<file path="config.mk">
export PLATFORM = sky130hd
export DESIGN_NAME = clk_strobe_gen
export DESIGN_NICKNAME = d
export VERILOG_FILES = /design/src/rtl/clk_strobe_gen.sv
export SDC_FILE = /design/constraint.sdc
export NUM_CORES = 1
export LEC_CHECK = 0
export CAP_MARGIN = 20
export CORE_MARGIN = 8
export CORE_UTILIZATION = 47
export DETAILED_ROUTE_END_ITERATION = 8
export PLACE_DENSITY = 0.67
export SKIP_CTS_REPAIR_TIMING = 1
export SYNTH_ARGS = -nofsm -noshare
export SYNTH_HDL_FRONTEND = slang
export SYNTH_SLANG_ARGS = --single-unit
export TNS_END_PERCENT = 5
</file>
<file path="constraint.sdc">
create_clock -name local_clk -period 17 [get_ports local_clk]
set_input_delay 5.1 -clock local_clk [delete_from_list [all_inputs] [get_ports local_clk]]
set_output_delay 5.1 -clock local_clk [all_outputs]
set_load 0.05 [all_outputs]
</file>
<file path="src/rtl/clk_strobe_gen.sv">
// Multi-channel NCO clock-enable generator with a sequenced downstream reset.
// Define CLKGEN_SYNC_EN to add the sync_i phase-alignment input.
module clk_strobe_gen #(
  parameter int NUM_CH     = 4,
  parameter int ACC_W      = 32,
  parameter int RST_HOLD   = 3,
  parameter int RST_REF_CH = 0
) (
  input  logic              local_clk,
  input  logic              rst,
`ifdef CLKGEN_SYNC_EN
  input  logic              sync_i,
`endif
  input  logic              c_write,
  input  logic              c_read,
  input  logic [7:0]        c_address,
  input  logic [ACC_W-1:0]  c_data_in,
  output logic [ACC_W-1:0]  c_data_out,
  output logic [NUM_CH-1:0] strobe_o,
  output logic [NUM_CH-1:0] div_clk_o,
  output logic              rst_seq_n_o
);

  localparam int CW = $clog2(RST_HOLD + 1);

  typedef enum logic {
    S_HOLD = 1'b0,
    S_RUN  = 1'b1
  } seq_t;

  logic [ACC_W-1:0]  r_inc [NUM_CH];
  logic [ACC_W-1:0]  r_acc [NUM_CH];
  logic [NUM_CH-1:0] r_en;
  logic [NUM_CH-1:0] r_strobe;
  logic [NUM_CH-1:0] r_div;
  logic [ACC_W-1:0]  r_dout;
  seq_t              r_state;
  seq_t              w_state_nx;
  logic [CW-1:0]     r_cnt;
  logic [CW-1:0]     w_cnt_nx;

  logic [ACC_W:0]    w_sum [NUM_CH];
  logic [NUM_CH-1:0] w_en_nx;
  logic [NUM_CH-1:0] w_clr;
  logic [NUM_CH-1:0] w_upd;
  logic [NUM_CH-1:0] w_carry;
  logic [ACC_W-1:0]  w_rd;
  logic              w_wr_en;
  logic              w_soft;
  logic              w_sync;

  assign w_wr_en = c_write && (c_address == 8'h80);
  assign w_soft  = c_write && (c_address == 8'h81);

`ifdef CLKGEN_SYNC_EN
  assign w_sync = sync_i;
`else
  assign w_sync = 1'b0;
`endif

  // Channels count as enabled on the edge the mask is written.
  always_comb begin
    w_en_nx = r_en;
    if (w_wr_en) begin
      for (int i = 0; i < NUM_CH; i++) begin
        w_en_nx[i] = (i < ACC_W) ? c_data_in[i] : 1'b0;
      end
    end
  end

  always_comb begin
    for (int ch = 0; ch < NUM_CH; ch++) begin
      w_sum[ch]   = {1'b0, r_acc[ch]} + {1'b0, r_inc[ch]};
      w_clr[ch]   = w_en_nx[ch] & (~r_en[ch] | w_sync);
      w_upd[ch]   = w_en_nx[ch] & r_en[ch] & ~w_sync;
      w_carry[ch] = w_upd[ch] & w_sum[ch][ACC_W];
    end
  end

  always_comb begin
    w_rd = '0;
    for (int ch = 0; ch < NUM_CH; ch++) begin
      if (c_address == 8'(ch)) w_rd = r_inc[ch];
    end
    if (c_address == 8'h80) begin
      for (int i = 0; i < NUM_CH; i++) begin
        if (i < ACC_W) w_rd[i] = r_en[i];
      end
    end
  end

  // SOFT_RST outranks a same-cycle reference carry.
  always_comb begin
    w_state_nx = r_state;
    w_cnt_nx   = r_cnt;
    if (w_soft) begin
      w_state_nx = S_HOLD;
      w_cnt_nx   = '0;
    end else if (r_state == S_HOLD && w_carry[RST_REF_CH]) begin
      w_cnt_nx = r_cnt + 1'b1;
      if (w_cnt_nx == CW'(RST_HOLD)) w_state_nx = S_RUN;
    end
  end

  always_ff @(posedge local_clk) begin
    if (!rst) begin
      for (int ch = 0; ch < NUM_CH; ch++) begin
        r_inc[ch] <= '0;
        r_acc[ch] <= '0;
      end
      r_en     <= '0;
      r_strobe <= '0;
      r_div    <= '0;
      r_dout   <= '0;
      r_state  <= S_HOLD;
      r_cnt    <= '0;
    end else begin
      for (int ch = 0; ch < NUM_CH; ch++) begin
        if (w_clr[ch]) begin
          r_acc[ch]    <= '0;
          r_div[ch]    <= 1'b0;
          r_strobe[ch] <= 1'b0;
        end else if (w_upd[ch]) begin
          r_acc[ch]    <= w_sum[ch][ACC_W-1:0];
          r_div[ch]    <= r_div[ch] ^ w_carry[ch];
          r_strobe[ch] <= w_carry[ch];
        end else begin
          r_strobe[ch] <= 1'b0;
        end
        if (c_write && c_address == 8'(ch)) r_inc[ch] <= c_data_in;
      end
      r_en    <= w_en_nx;
      r_state <= w_state_nx;
      r_cnt   <= w_cnt_nx;
      if (c_read) r_dout <= w_rd;
    end
  end

  assign c_data_out  = r_dout;
  assign strobe_o    = r_strobe;
  assign div_clk_o   = r_div;
  assign rst_seq_n_o = (r_state == S_RUN);

endmodule

</file>
### Word-level counts from Yosys, hierarchy flattened

Memories as Yosys holds them, arrays and structs flattened.
Index checks and enable logic that the tools add are counted.

| word-level totals | value |
|---|---|
| flip-flop bits (word level) | 47 |
| RAM bits | 256 |
| bits of input ports | 44 |
| output and inout port bits | 41 |
| logic and storage cells | 140 |
| memories kept | 2 |

Memories:

| memory | words | width | read ports | clocked after Yosys merged registers in | wr ports | line | source |
|---|---|---|---|---|---|---|---|
| r_acc | 4 | 32 | 4 | 0 | 4 | 32 | `logic [ACC_W-1:0] r_acc [NUM_CH];` |
| r_inc | 4 | 32 | 4 | 0 | 4 | 31 | `logic [ACC_W-1:0] r_inc [NUM_CH];` |

| cells by class | value |
|---|---|
| $add $sub $neg | 5 |
| equal/unequal tests | 6 |
| mux-type cells | 59 |
| bitwise logic cells | 38 |
| reduce and logical (&&, ||, !) cells | 18 |

Operators with widths:

| kind | number |
|---|---|
| $mux W32 | 16 |
| $add A32 B32 Y33 | 4 |
| $mux W1 | 41 |
| $eq A8 B2 Y1 const B | 2 |
| $eq A8 B8 Y1 const B | 2 |
| $and A1 B1 Y1 | 12 |
| $or A1 B1 Y1 | 12 |
| $reduce_or A3 Y1 | 4 |
| $not A1 Y1 | 10 |
| $reduce_or A2 Y1 | 5 |
| $eq A8 B1 Y1 const B | 1 |
| $logic_not A8 Y1 | 1 |
| $mux W4 | 2 |
| $logic_and A1 B1 Y1 | 7 |
| $xor A1 B1 Y1 | 4 |
| $add A2 B1 Y2 const B | 1 |
| $eq A2 B2 Y1 const B | 1 |
| $reduce_and A2 Y1 | 1 |

### Longest topological paths before layout

Gate-level depths: netlist of the first run.

| depth | value |
|---|---|
| depth in word-level cells | 9 |
| mapped depth | 11 |
| depth with buffers taken out | 11 |

### Least setup slack after synthesis of the first run

Ideal clock, no wire load.

| timing | value |
|---|---|
| path kind | input to register |
| start point | in c_address[5] |
| end point | mem r_inc[2][0], enable pin |
| library setup time | 0.511 ns |
| arrival | 8.814 ns |
| setup slack | 7.675 ns |
| cell stages on the path | 3 |
| buffers on the path | 0 |
| cells stage by stage | nor3_1 nand2_1 o41ai_1 |

RTL lines:

| what | line | source |
|---|---|---|
| start, declared | 16 | `input logic [7:0] c_address,` |
| end, declared | 31 |  |

==> impl_metrics.tcl, run 1 <==
set metrics [dict create \
    drtIter0Drc 1304 \
    maxCapViolCount 0 \
    critPathMaxFanout 19 \
    ioPinCount 85 \
    synth.most_common_cell "edfxtp_1" \
    ys_warn_count 0 \
    fmax_mhz 119 \
    final-seq-area_mm2 0.00863 \
    syn_nets 1956 \
    cpMostUsedCell "nand2_1" \
    grt-ovfl-total 0 \
    critical_path.slowest_cell "and2_0" \
    wl_per_cell_um 21.9 \
    synth-seq-area-share 0.471 \
    cts_buffers 37 \
    grt_max_degree 65 \
    globalplace.congestion 0.922 \
    tns_ns 0 \
    initial_core_util 0.475 \
    clkTransAtPathRegs_ns 0.06 \
    dieHeight_um 213 \
    tightest_slew_ns 1.07 \
    cts_buffer_depth 3 \
    yosysTopAreaCellShare 0.420 \
    cp_slowest_stage_delay_ns 0.72 \
    std_cell_rows 72 \
    r2r_cells 11 \
    final_area_mm2 0.0209 \
    endpoint "r_acc[3][23]" \
    grt_pass1_wl_um 79900 \
    p_total_mw 1.93 \
    synth_commonest_cells "edfxtp_1, nor2_1, and2_1, ha_1, a21oi_1" \
    critPathCaptureType "flip-flop" \
    synth.distinct_cells 83 \
    grt_pass1_vias 13800 \
    setup_viol 0 \
    crit_arrival_ns 8.64 \
    die_w_um 213 \
    fp.dieArea_mm2 0.0455 \
    avgSynthCellArea_um2 10.3 \
    antenna_found_initial 2 \
    wirelength_um 52400 \
    netlist_area_mm2 0.0183 \
    r2r_slack_ns 13.42 \
    cts-root-buf "clkbuf_16" \
    via_count 14400 \
    worstReg2RegStart "r_inc[2][0]" \
    clock_skew_ns 0.0134 \
    grt.total_usage 0.227 \
    start_kind "input port" \
    crit_path_start "c_address[6]" \
    dpl.hpwl_um 38800 \
    drc 0 \
    cpLargestDelayFamily "simple AND/OR/NAND/NOR gates" \
    synthFlopType "edfxtp_1" \
    ir_worst_vdd_v 0.0000609 \
    post-synth-top-area-cell "edfxtp_1" \
    path_depth 9 \
    hold_class "reg2reg" \
    critPathRequiredTime_ns 17.27 \
    coreArea_mm2 0.0386 \
    synth-async-reset-ratio 0 \
    cp_cell_sequence "clkdlybuf4s50_1, nor3_1, nand2_1, nor4b_2, and2_0, nand2b_1, o21ai_0, nand2_1, buf_4" \
    vias_per_cell 5.99 \
    critPathKind "in2reg" \
    htreeDepth 2 \
    r2r-end "div_clk_o[2]" \
    p_per_area_mw_per_mm2 92.4 \
    nFillCells 3515 \
    synth_seq_cells 303 \
    hold_viol 0 \
    clock_latency_ns 0.54 \
    status "finished clean" \
    preCtsSetupSlack_ns 8.09 \
    slew_viol_final 0 \
    synth_cells 1779 \
    period_needed_ns 8.37 \
    period_share 0.492 \
    synth_edf_count 256 \
    placed_area_mm2 0.0197 \
    port_buffers 84 \
    dr.pass1.iters 5 \
    final_nets 2024 \
    multi_input_area_mm2 0.00930 \
    fin_util 0.543 \
    synth_area_leaders "edfxtp_1, ha_1, dfxtp_1" \
    drive_gt1_frac 0.0592 \
    critPathBufInv 2 \
    cellLeakagePower_nw 8.22 \
    relSlewSlack 0.288 \
    cts_sinks 303 \
    area_growth_pct 14.4 \
    drtAntennaViolNets 0 \
    setup_ws_ns 8.63 \
    cts_tree "built" \
    rsz0062_at_grt "false" \
]
==> cell families (layout without fill, tap and decap cells) <==
| family | after synthesis | count (layout) | share of synthesized area |
|---|---|---|---|
| xor gates and xnor gates | 90 | 90 | 0.0430 |
| other | 0 | 3 | 0 |
| DFF | 303 | 303 | 0.471 |
| and+or+nand+nor | 625 | 625 | 0.172 |
| adders and majority gates | 133 | 133 | 0.0925 |
| muxes | 12 | 12 | 0.00663 |
| AOI/OAI and AO/OA | 510 | 510 | 0.192 |
| buffers and inverters | 106 | 203 | 0.0228 |
==> flip-flops by register name (all words and copies together), names as in the netlist <==
name / count
r_acc: 128
r_en: 4
c_data_out: 32
strobe_o: 4
div_clk_o: 4
rst_seq_n_o: 1
r_cnt: 2
r_inc: 128
==> layout make-up <==
type	count	share of cell area
Sequential cell	303	0.412
Multi-Input combinational cell	1370	0.444
Antenna cell	3	0.000358
Clock inverter	11	0.00526
Clock buffer	57	0.0527
Tap cell	518	0.0309
Inverter	28	0.00502
Timing Repair Buffer	107	0.0495
==> worst register-to-register path, cell delays in order, from the launching register on <==
cell      delay [ns]
edfxtp_1        0.47
ha_1            0.30
fa_1            0.43
a211oi_1        0.39
o21bai_1        0.14
a21oi_1         0.33
o31a_1          0.32
o21ai_0         0.20
a21oi_1         0.29
a31oi_1         0.29
nand4_1         0.18
o211ai_1        0.09
==> how the worst min path moves through the flow <==
stage	slack (ns)	depth (start not counted)	start	endpoint
after floorplan	0.44	2	r_cnt[1]	r_cnt[1]
after global placement	0.45	2	r_cnt[1]	r_cnt[1]
after detailed placement	0.46	2	r_cnt[1]	r_cnt[1]
after CTS	0.46	2	r_cnt[1]	r_cnt[1]
after global routing	0.48	2	r_cnt[1]	r_cnt[1]
final	0.47	2	r_cnt[1]	r_cnt[1]
==> cells in the final DEF, fill, tap and decap left out, drive strengths merged, types with 57 or more instances in the layout <==
master | synthesis | routed
a21oi | 102 | 102
a21o | 87 | 87
o21ai | 88 | 88
clkdlybuf4s50 | 0 | 82
ha | 129 | 129
nand2 | 96 | 96
clkbuf | 64 | 57
edfxtp | 256 | 256
and2 | 151 | 151
nor2 | 214 | 214
==> report_power, final <==
part | leakage, nW | total [mW] | internal, mW | switching (mW)
clock network | 0.596 | 0.799 | 0.478 | 0.320
logic | 4.70 | 0.275 | 0.109 | 0.165
registers | 2.92 | 0.862 | 0.835 | 0.0267
==> metrics by stage <==
step	hold slack, ns	cells
6_report	0.467	2397
5_1_grt	0.479	2395
3_3_place_gp	0.449	2324
4_1_cts	0.465	2394
3_5_place_dp	0.457	2326
2_1_floorplan	0.440	1779
==> per-layer routing <==
| metal | routed length, um | vias up | part of all wire | track usage |
|---|---|---|---|---|
| li1 | - | 6800 | - | - |
| met1 | 22200 | 6908 | 0.42 | 0.301 |
| met2 | 24500 | 537 | 0.47 | 0.379 |
| met3 | 3900 | 106 | 0.074 | 0.0323 |
| met4 | 1760 | 0 | 0.034 | 0.0801 |
| met5 | 0 | - | 0 | 0 |
Note: power is estimated with default switching activity, not from simulation.
==> inputs of run 2 (changes only) <==
==> constraint.sdc (replaced) <==
create_clock -name local_clk -period 8.08 [get_ports local_clk]
set_input_delay 2.424 -clock local_clk [delete_from_list [all_inputs] [get_ports local_clk]]
set_output_delay 2.424 -clock local_clk [all_outputs]
set_load 0.05 [all_outputs]
==> run 2 against run 1 <==
Critical path depth unchanged. Core utilization decreased by 0.19 points. Setup slack got worse by 6.1 ns. Power increased by 110%. Worst hold slack got worse by 0.0059 ns. Global-route usage increased by 0.21 points. Clock power increased by 99%. Register-to-register slack got worse by 9.1 ns. Flip-flop and latch count unchanged. Clock skew increased by 0.013 ns. Clock-buffer cell count decreased by 4. First-iteration DRC count decreased by 13%. Critical endpoint is now r_acc[3][1]. Largest power group unchanged.
==> impl_metrics.tcl, run 2 (synthesis results as in run 1) <==
set metrics [dict create \
    status "finished clean" \
    globalplace.congestion 0.945 \
    critPathRequiredTime_ns 8.35 \
    cellLeakagePower_nw 8.19 \
    fp.dieArea_mm2 0.0455 \
    mostFrequentLayoutCells "edfxtp_1, nor2_1, and2_1, ha_1, a21oi_1" \
    p_per_area_mw_per_mm2 191 \
    maxCapViolCount 0 \
    final_nets 2023 \
    area_growth_pct 14.0 \
    grt_pass1_wl_um 80300 \
    grt_pass1_vias 13800 \
    grt-ovfl-total 0 \
    coreArea_mm2 0.0386 \
    dpl.hpwl_um 38400 \
    cts_buffers 36 \
    ir_worst_vdd_v 0.000159 \
    via_count 14300 \
    clkTransAtPathRegs_ns 0.06 \
    grt_max_degree 65 \
    cpMostUsedCell "nand2_1" \
    grt.total_usage 0.230 \
    htreeDepth 2 \
    start_kind "input port" \
    fmax_mhz 181 \
    tightest_slew_ns 1.12 \
    hold_viol 0 \
    wirelength_um 52200 \
    ioPinCount 85 \
    tns_ns 0 \
    cts_sinks 303 \
    preCtsSetupSlack_ns 2.05 \
    cts_tree "built" \
    std_cell_rows 72 \
    vias_per_cell 5.97 \
    r2r_cells 11 \
    crit_arrival_ns 5.79 \
    wl_per_cell_um 21.8 \
    setup_viol 0 \
    drtIter0Drc 1131 \
    cp_cell_sequence "clkdlybuf4s50_1, nor3_1, nand2_1, nor4b_2, and2_0, nand2b_1, o21ai_0, nand2_1, buf_4" \
    drc 0 \
    port_buffers 84 \
    critical_path.slowest_cell "and2_0" \
    hold_depth 2 \
    clock_latency_ns 0.56 \
    final_common_cell "edfxtp_1" \
    critPathCaptureType "flip-flop" \
    period_needed_ns 5.52 \
    critPathKind "in2reg" \
    dr.pass1.iters 8 \
    relSlewSlack 0.256 \
    cts_buffer_depth 3 \
    cp_slowest_stage_delay_ns 0.58 \
    slew_viol_final 0 \
    dieHeight_um 213 \
    initial_core_util 0.475 \
    drtAntennaViolNets 0 \
    cts-root-buf "clkbuf_16" \
    die_w_um 213 \
    period_share 0.683 \
    antenna_found_initial 1 \
    rsz0062_at_grt "false" \
    clock_skew_ns 0.0269 \
    hold_class "reg2reg" \
    drive_gt1_frac 0.0588 \
    critPathMaxFanout 17 \
    setup_ws_ns 2.56 \
]
[run 2: changes by cell type in the layout (fill, tap and decap cells not counted), moves of 2 or more]
| cell | previous run | this run |
|---|---|---|
| clkinv_1 | 4 | 2 |
| clkbuf_8 | 6 | 4 |
| diode_2 | 3 | 1 |
| clkinv_2 | 3 | 6 |
[run 2: routing by layer]
metal / global-route usage / wire [um] / share of wire
met1: 0.295 / 21900 / 0.42
met2: 0.370 / 23900 / 0.46
met3: 0.0503 / 4280 / 0.082
met4: 0.100 / 2190 / 0.042
met5: 0 / 0 / 0
[run 2: where the power goes]
part           switching [mW]  leakage (nW)  total, mW  internal, mW
Combinational           0.349          4.71      0.579         0.230
Clock                   0.659         0.558       1.59         0.932
Sequential             0.0546          2.92       1.81          1.76
Total                    1.06          8.19       3.98          2.92
[run 2: path summary, 6_finish.rpt]
| kind | from | endpoint | slack [ns] |
|---|---|---|---|
| worst max-delay path | c_address[6] | r_acc[3][1] | 2.56 |
| worst min register to register | r_cnt[1] | r_cnt[1] | 0.46 |
| worst min-delay path | r_cnt[1] | r_cnt[1] | 0.46 |
| worst max register to register | r_inc[2][0] | div_clk_o[2] | 4.34 |
[run 2: layout make-up]
cell class / instances / area (um2)
timing repair buffer: 107 / 1040
tap: 518 / 648
clock buffer: 53 / 1050
fill: 3514 / 17700
inverter: 28 / 105
sequential: 303 / 8630
clock inverter: 11 / 88.8
multi-input combinational: 1370 / 9300
antenna: 1 / 2.50
[run 2: metrics by stage]
| step | utilization | cells | cell area [um2] | power (mW) | hold WS [ns] |
|---|---|---|---|---|---|
| 6_report | 0.541 | 2391 | 20900 | 3.98 | 0.461 |
| 5_1_grt | 0.541 | 2391 | 20900 | 4.13 | 0.501 |
| 4_1_cts | 0.541 | 2390 | 20900 | 4.01 | 0.461 |
| 3_5_place_dp | 0.512 | 2326 | 19700 | 2.41 | 0.453 |
| 3_3_place_gp | 0.510 | 2324 | 19700 | 2.40 | 0.447 |
| 2_1_floorplan | - | 1779 | 18300 | 2.23 | 0.440 |
[run 2: worst max-delay path, delay by kind of cell]
| kind | cells | cell delay, ns |
|---|---|---|
| AND/OR/NAND/NOR | 6 | 2.23 |
| buffers and inverters | 2 | 0.92 |
| AO/OA/AOI/OAI | 1 | 0.20 |
